<file path="src/rtl/vga_sync_gen.sv">
// VGA timing generator driven by a pixel-enable strobe: sync, active-video, pixel coordinates, line/frame pulses.
// Optional macro VGA_SYNC_REG_OUT_EN registers all outputs, which then lag the counters by one pixel.
`timescale 1ns/1ps
module vga_sync_gen #(
  parameter int   H_ACTIVE = 640,
  parameter int   H_FP     = 16,
  parameter int   H_SYNC   = 96,
  parameter int   H_BP     = 48,
  parameter int   V_ACTIVE = 480,
  parameter int   V_FP     = 10,
  parameter int   V_SYNC   = 2,
  parameter int   V_BP     = 33,
  parameter logic SYNC_POL = 1'b0,
  parameter int   CNT_W    = 10
) (
  input  logic             clk,
  input  logic             rst,
  input  logic             pix_en,
  output logic             hsync,
  output logic             vsync,
  output logic             video_on,
  output logic [CNT_W-1:0] x,
  output logic [CNT_W-1:0] y,
  output logic             line_end,
  output logic             frame_end
);

  localparam int H_TOTAL = H_ACTIVE + H_FP + H_SYNC + H_BP;
  localparam int V_TOTAL = V_ACTIVE + V_FP + V_SYNC + V_BP;

  localparam logic [CNT_W-1:0] H_LAST = CNT_W'(H_TOTAL - 1);
  localparam logic [CNT_W-1:0] V_LAST = CNT_W'(V_TOTAL - 1);
  localparam logic [CNT_W-1:0] H_ACT  = CNT_W'(H_ACTIVE);
  localparam logic [CNT_W-1:0] V_ACT  = CNT_W'(V_ACTIVE);
  localparam logic [CNT_W-1:0] HS_BEG = CNT_W'(H_ACTIVE + H_FP);
  localparam logic [CNT_W-1:0] HS_END = CNT_W'(H_ACTIVE + H_FP + H_SYNC - 1);
  localparam logic [CNT_W-1:0] VS_BEG = CNT_W'(V_ACTIVE + V_FP);
  localparam logic [CNT_W-1:0] VS_END = CNT_W'(V_ACTIVE + V_FP + V_SYNC - 1);

  if (H_TOTAL > (1 << CNT_W) || V_TOTAL > (1 << CNT_W)) begin : g_param_chk
    $error("vga_sync_gen: H_TOTAL/V_TOTAL do not fit in CNT_W bits");
  end

  logic [CNT_W-1:0] h_cnt, v_cnt;
  logic             h_last, v_last;
  logic             hs_c, vs_c, von_c;

  assign h_last = (h_cnt == H_LAST);
  assign v_last = (v_cnt == V_LAST);

  always_ff @(posedge clk or negedge rst) begin
    if (!rst) begin
      h_cnt <= '0;
      v_cnt <= '0;
    end else if (pix_en) begin
      if (h_last) begin
        h_cnt <= '0;
        v_cnt <= v_last ? '0 : v_cnt + 1'b1;
      end else begin
        h_cnt <= h_cnt + 1'b1;
      end
    end
  end

  assign hs_c  = (h_cnt >= HS_BEG && h_cnt <= HS_END) ? SYNC_POL : ~SYNC_POL;
  assign vs_c  = (v_cnt >= VS_BEG && v_cnt <= VS_END) ? SYNC_POL : ~SYNC_POL;
  assign von_c = (h_cnt < H_ACT) && (v_cnt < V_ACT);

`ifdef VGA_SYNC_REG_OUT_EN
  // Every output samples the pre-advance counters, so the set stays mutually aligned.
  always_ff @(posedge clk or negedge rst) begin
    if (!rst) begin
      hsync    <= ~SYNC_POL;
      vsync    <= ~SYNC_POL;
      video_on <= 1'b0;
      x        <= '0;
      y        <= '0;
    end else if (pix_en) begin
      hsync    <= hs_c;
      vsync    <= vs_c;
      video_on <= von_c;
      x        <= h_cnt;
      y        <= v_cnt;
    end
  end

  assign line_end  = pix_en && (x == H_LAST);
  assign frame_end = line_end && (y == V_LAST);
`else
  assign hsync     = hs_c;
  assign vsync     = vs_c;
  // Counters sit at (0,0) during reset, which would otherwise read as visible.
  assign video_on  = rst && von_c;
  assign x         = h_cnt;
  assign y         = v_cnt;
  assign line_end  = pix_en && h_last;
  assign frame_end = line_end && v_last;
`endif

endmodule

</file>
<file path="config.mk">
export PLATFORM = sky130hd
export DESIGN_NAME = vga_sync_gen
export DESIGN_NICKNAME = d
export VERILOG_FILES = /design/src/rtl/vga_sync_gen.sv
export SDC_FILE = /design/constraint.sdc
export NUM_CORES = 1
export LEC_CHECK = 0
export BUFFER_PORTS_ARGS = -buffer_cell sky130_fd_sc_hd__buf_2
export CAP_MARGIN = 40
export CORE_MARGIN = 5
export CORE_UTILIZATION = 30
export CTS_CLUSTER_SIZE = 25
export DETAILED_ROUTE_END_ITERATION = 16
export MAX_ROUTING_LAYER = met4
export PLACE_DENSITY_LB_ADDON = 0.3
export SKIP_LAST_GASP = 1
export SYNTH_ARGS = -nofsm -noshare
export SYNTH_HDL_FRONTEND = slang
export SYNTH_SLANG_ARGS = --single-unit
</file>
<file path="constraint.sdc">
create_clock -name clk -period 4.3 [get_ports clk]
set_input_delay 0.86 -clock clk [delete_from_list [all_inputs] [get_ports clk]]
set_output_delay 0.86 -clock clk [all_outputs]
set_load 0.02 [all_outputs]
</file>
Yosys cells after proc, flatten, opt, wreduce, memory -nomap -nowiden
Cells that the tools add are included.
{"block": "totals", "out_inout_bits": 25, "in_bits": 3, "register_bits": 20}
{"block": "classes", "addsub": 2, "reduce_logical": 7, "eq_ne": 2, "n_mux": 4, "magnitude_cmp": 6}
{"op": "$add 10x1->10 const B", "n": 2}
{"op": "$eq 10x10->1 const B", "n": 2}
{"op": "$mux 10", "n": 2}
{"op": "$ge 10x10->1 const B", "n": 1}
{"op": "$ge 10x9->1 const B", "n": 1}
{"op": "$le 10x10->1 const B", "n": 1}
{"op": "$le 10x9->1 const B", "n": 1}
{"op": "$lt 10x10->1 const B", "n": 1}
{"op": "$lt 10x9->1 const B", "n": 1}
{"op": "$logic_and 1x1->1", "n": 6}
{"op": "$mux 1", "n": 2}
{"op": "$reduce_and 2->1", "n": 1}

Depth between registers and ports, before layout
{"block": "depth", "depth_word": 3, "depth_mapped": 8, "ltp_nobuf": 6}

Worst setup path before layout
No wires, ideal clock.
{"block": "synth_timing", "path_type": "input to output", "start": "input port pix_en", "end": "output port frame_end", "path_slack_ps": 1343, "required_time_ps": 3440, "cell_stages": 5, "path_buffers": 2, "t_arrival_ps": 2097, "path_cell_list": "clkbuf_2 -> nand3_1 -> or4_1 -> buf_6 -> nor2_1"}
{"block": "synth_between", "elab_chain_cells": 2}
{"element": "start, declared", "line": "18", "rtl": "input logic pix_en,"}
{"element": "$logic_and 1x1->1", "line": "96", "rtl": "assign line_end = pix_en && h_last;"}
{"element": "$logic_and 1x1->1", "line": "97", "rtl": "assign frame_end = line_end && v_last;"}
{"element": "end, declared", "line": "25", "rtl": "output logic frame_end"}
Every way passes these cells.

Final worst setup path
Ends and elaborated chain as after synthesis.

==> flow_metrics.tcl <==
set metrics [dict create \
    drt-vias-per-instance 5.11 \
    area_growth_pct 18.6 \
    initial_core_util_pct 30.9 \
    vias 1001 \
    required_ns 3.44 \
    cp.buffers_inverters 2 \
    clk_latency_ns 0.26 \
    crit_fanout 10 \
    diodes 0 \
    overflow 0 \
    grt_pass1_wl_mm 4.55 \
    die_w_um 71.2 \
    hold_path_class "in -> async" \
    grt_usage_pct 11.4 \
    final_antenna_net_count 0 \
    syn_area_um2 1120 \
    crit_path_frequent_cell "buf_2" \
    synth.distinct_cells 33 \
    slew_viol_final 0 \
    post_cts_resized 0 \
    final_common_cell "buf_2" \
    powerDensity_nw_per_um2 359 \
    clockBufferDepth 2 \
    peakVddDrop_mv 0.201 \
    yosys_most_used_dff "dfrtp_1" \
    path_delay_family "simple AND/OR/NAND/NOR gates" \
    clk_pin_slew_worst_paths_ns 0.07 \
    mostFrequentLayoutCells "buf_2 (27), dfrtp_1 (20), nand2_1 (11)" \
    drt_first_iter_violations 61 \
    drive_gt1_share_pct 21.6 \
    drc 0 \
    ys_seq_area_share_pct 44.5 \
    cts_hold_buf 0 \
    period_share_pct 72.4 \
    fmax_ghz 0.321 \
    setup_tns_ns 0 \
    cts_buffers 3 \
    synth_fp_nets 129 \
    synth_area_leaders "dfrtp_1 (45%), ha_1 (5.6%), xnor2_1 (5.5%)" \
    hold_violations 0 \
    setup_viol 0 \
    placementRows 22 \
    io_pins 28 \
    cp-end-kind "output port" \
    antenna_found_initial 0 \
    syn_inst 121 \
    dpl.hpwl_mm 1.97 \
    synth_top_cell_area_share_pct 44.5 \
    startpoint_type "input port" \
    yosysTopAreaCell "dfrtp_1" \
    grt_pass1_vias 970 \
    finalPower_w 0.000478 \
    synth_edf_count 0 \
    grt_max_degree 22 \
    status "finished clean" \
    ys_ff_latch 20 \
    grt_setup_unrepaired "false" \
    place_congestion 0.846 \
    period_needed_ns 3.11 \
    power_leakage_nw 0.620 \
    worst-slew-pin-transition_ns 0.468 \
    drv_cap 0 \
    criticalPathCategory "in -> out" \
    wl_per_cell_um 13.0 \
    max_stage_delay_ns 0.74 \
    cts_tree "built" \
    relSlewSlack_pct 68.8 \
    yosysWarnings 0 \
    routed_wl_mm 2.55 \
    async_flop_share_pct 100 \
    path_cells "buf_2 -> nand3_1 -> or4_1 -> nor2_1 -> buf_2" \
    die_area_um2 5070 \
    die_h_um 71.2 \
    first_pass_iters 4 \
    clockRootBuffer "clkbuf_8" \
    nNetsFinal 158 \
    htree_levels 1 \
    worstPathArrival_ns 2.25 \
    port_buffers 27 \
    postCtsSetupBuffers 0 \
    syn_avg_cell_area_um2 9.29 \
    hold_ws_ns 0.546 \
    crit_path_top_delay_cell "or4_1" \
    cts_sinks 20 \
    core_um2 3630 \
    clock_skew_ns 0.00164 \
]
sequential cells by signal, summed over array words and instances (netlist names):
signal	cells
y	10
x	10
synth_stat cells (all sizes together), types with 2 or more instances:
cell	n
a21oi	3
a31oi	3
and2	2
and3	5
buf	2
dfrtp	20
ha	5
inv	7
nand2	11
nand2b	2
nand3	8
nand3b	2
nand4	5
nor2	9
nor3	3
nor4	2
o21ai	9
or3	2
xnor2	7
xor2	3
layer usage:
| metal | vias up | GRT usage, % | share of wire, % |
|---|---|---|---|
| met4 | 0 | 2.92 | 0.90 |
| li1 | 482 | - | - |
| met3 | 4 | 3.84 | 7.0 |
| met1 | 479 | 14.3 | 47 |
| met5 | - | - | 0 |
| met2 | 36 | 17.6 | 46 |
layout make-up:
| type | instances | area [µm²] |
|---|---|---|
| well taps | 48 | 60.1 |
| clock buffers | 3 | 41.3 |
| repair buffers | 27 | 135 |
| inverters | 8 | 35.0 |
| flip-flops and latches | 20 | 500 |
| fillers | 405 | 2300 |
| multi-input cells | 90 | 561 |
cell families (layout without fill, tap and decap cells):
kind of cell    after synthesis  count (layout)  share of synthesized area [%]
compound gates               19              19                           9.69
xor+xnor                     10              10                           7.80
fa+ha+maj                     5               5                           5.57
buf+inv                      11              38                           5.57
flops                        20              20                           44.5
mux                           1               1                          0.891
simple gates                 55              55                           25.9
report_power, final:
part           internal [W]  switching, W
Clock             0.0000624     0.0000619
Sequential         0.000211     0.0000343
Combinational     0.0000396     0.0000689
worst paths after layout:
kind / end / slack [ns] / from / depth (start not counted)
max in group asynchronous: x[8] / 3.43 / rst / 1
min in group clk: x[4] / 0.55 / x[4] / 1
min: y[3] / 0.55 / rst / 1
min reg2reg: x[4] / 0.55 / x[4] / 1
max reg2reg: y[9] / 2.09 / x[0] / 6
max: frame_end / 1.19 / pix_en / 5
through the flow:
step / utilization [%] / instance area [µm²] / cells / setup WS (ns)
3_3_place_gp: 35.5 / 1290 / 193 / 1.23
5_1_grt: 36.7 / 1330 / 196 / 1.09
2_1_floorplan: - / 1120 / 121 / 1.34
4_1_cts: 36.7 / 1330 / 196 / 1.20
3_5_place_dp: 35.5 / 1290 / 193 / 1.20
6_report: 36.7 / 1330 / 196 / 1.19
Note: power is estimated with default switching activity, not from simulation.
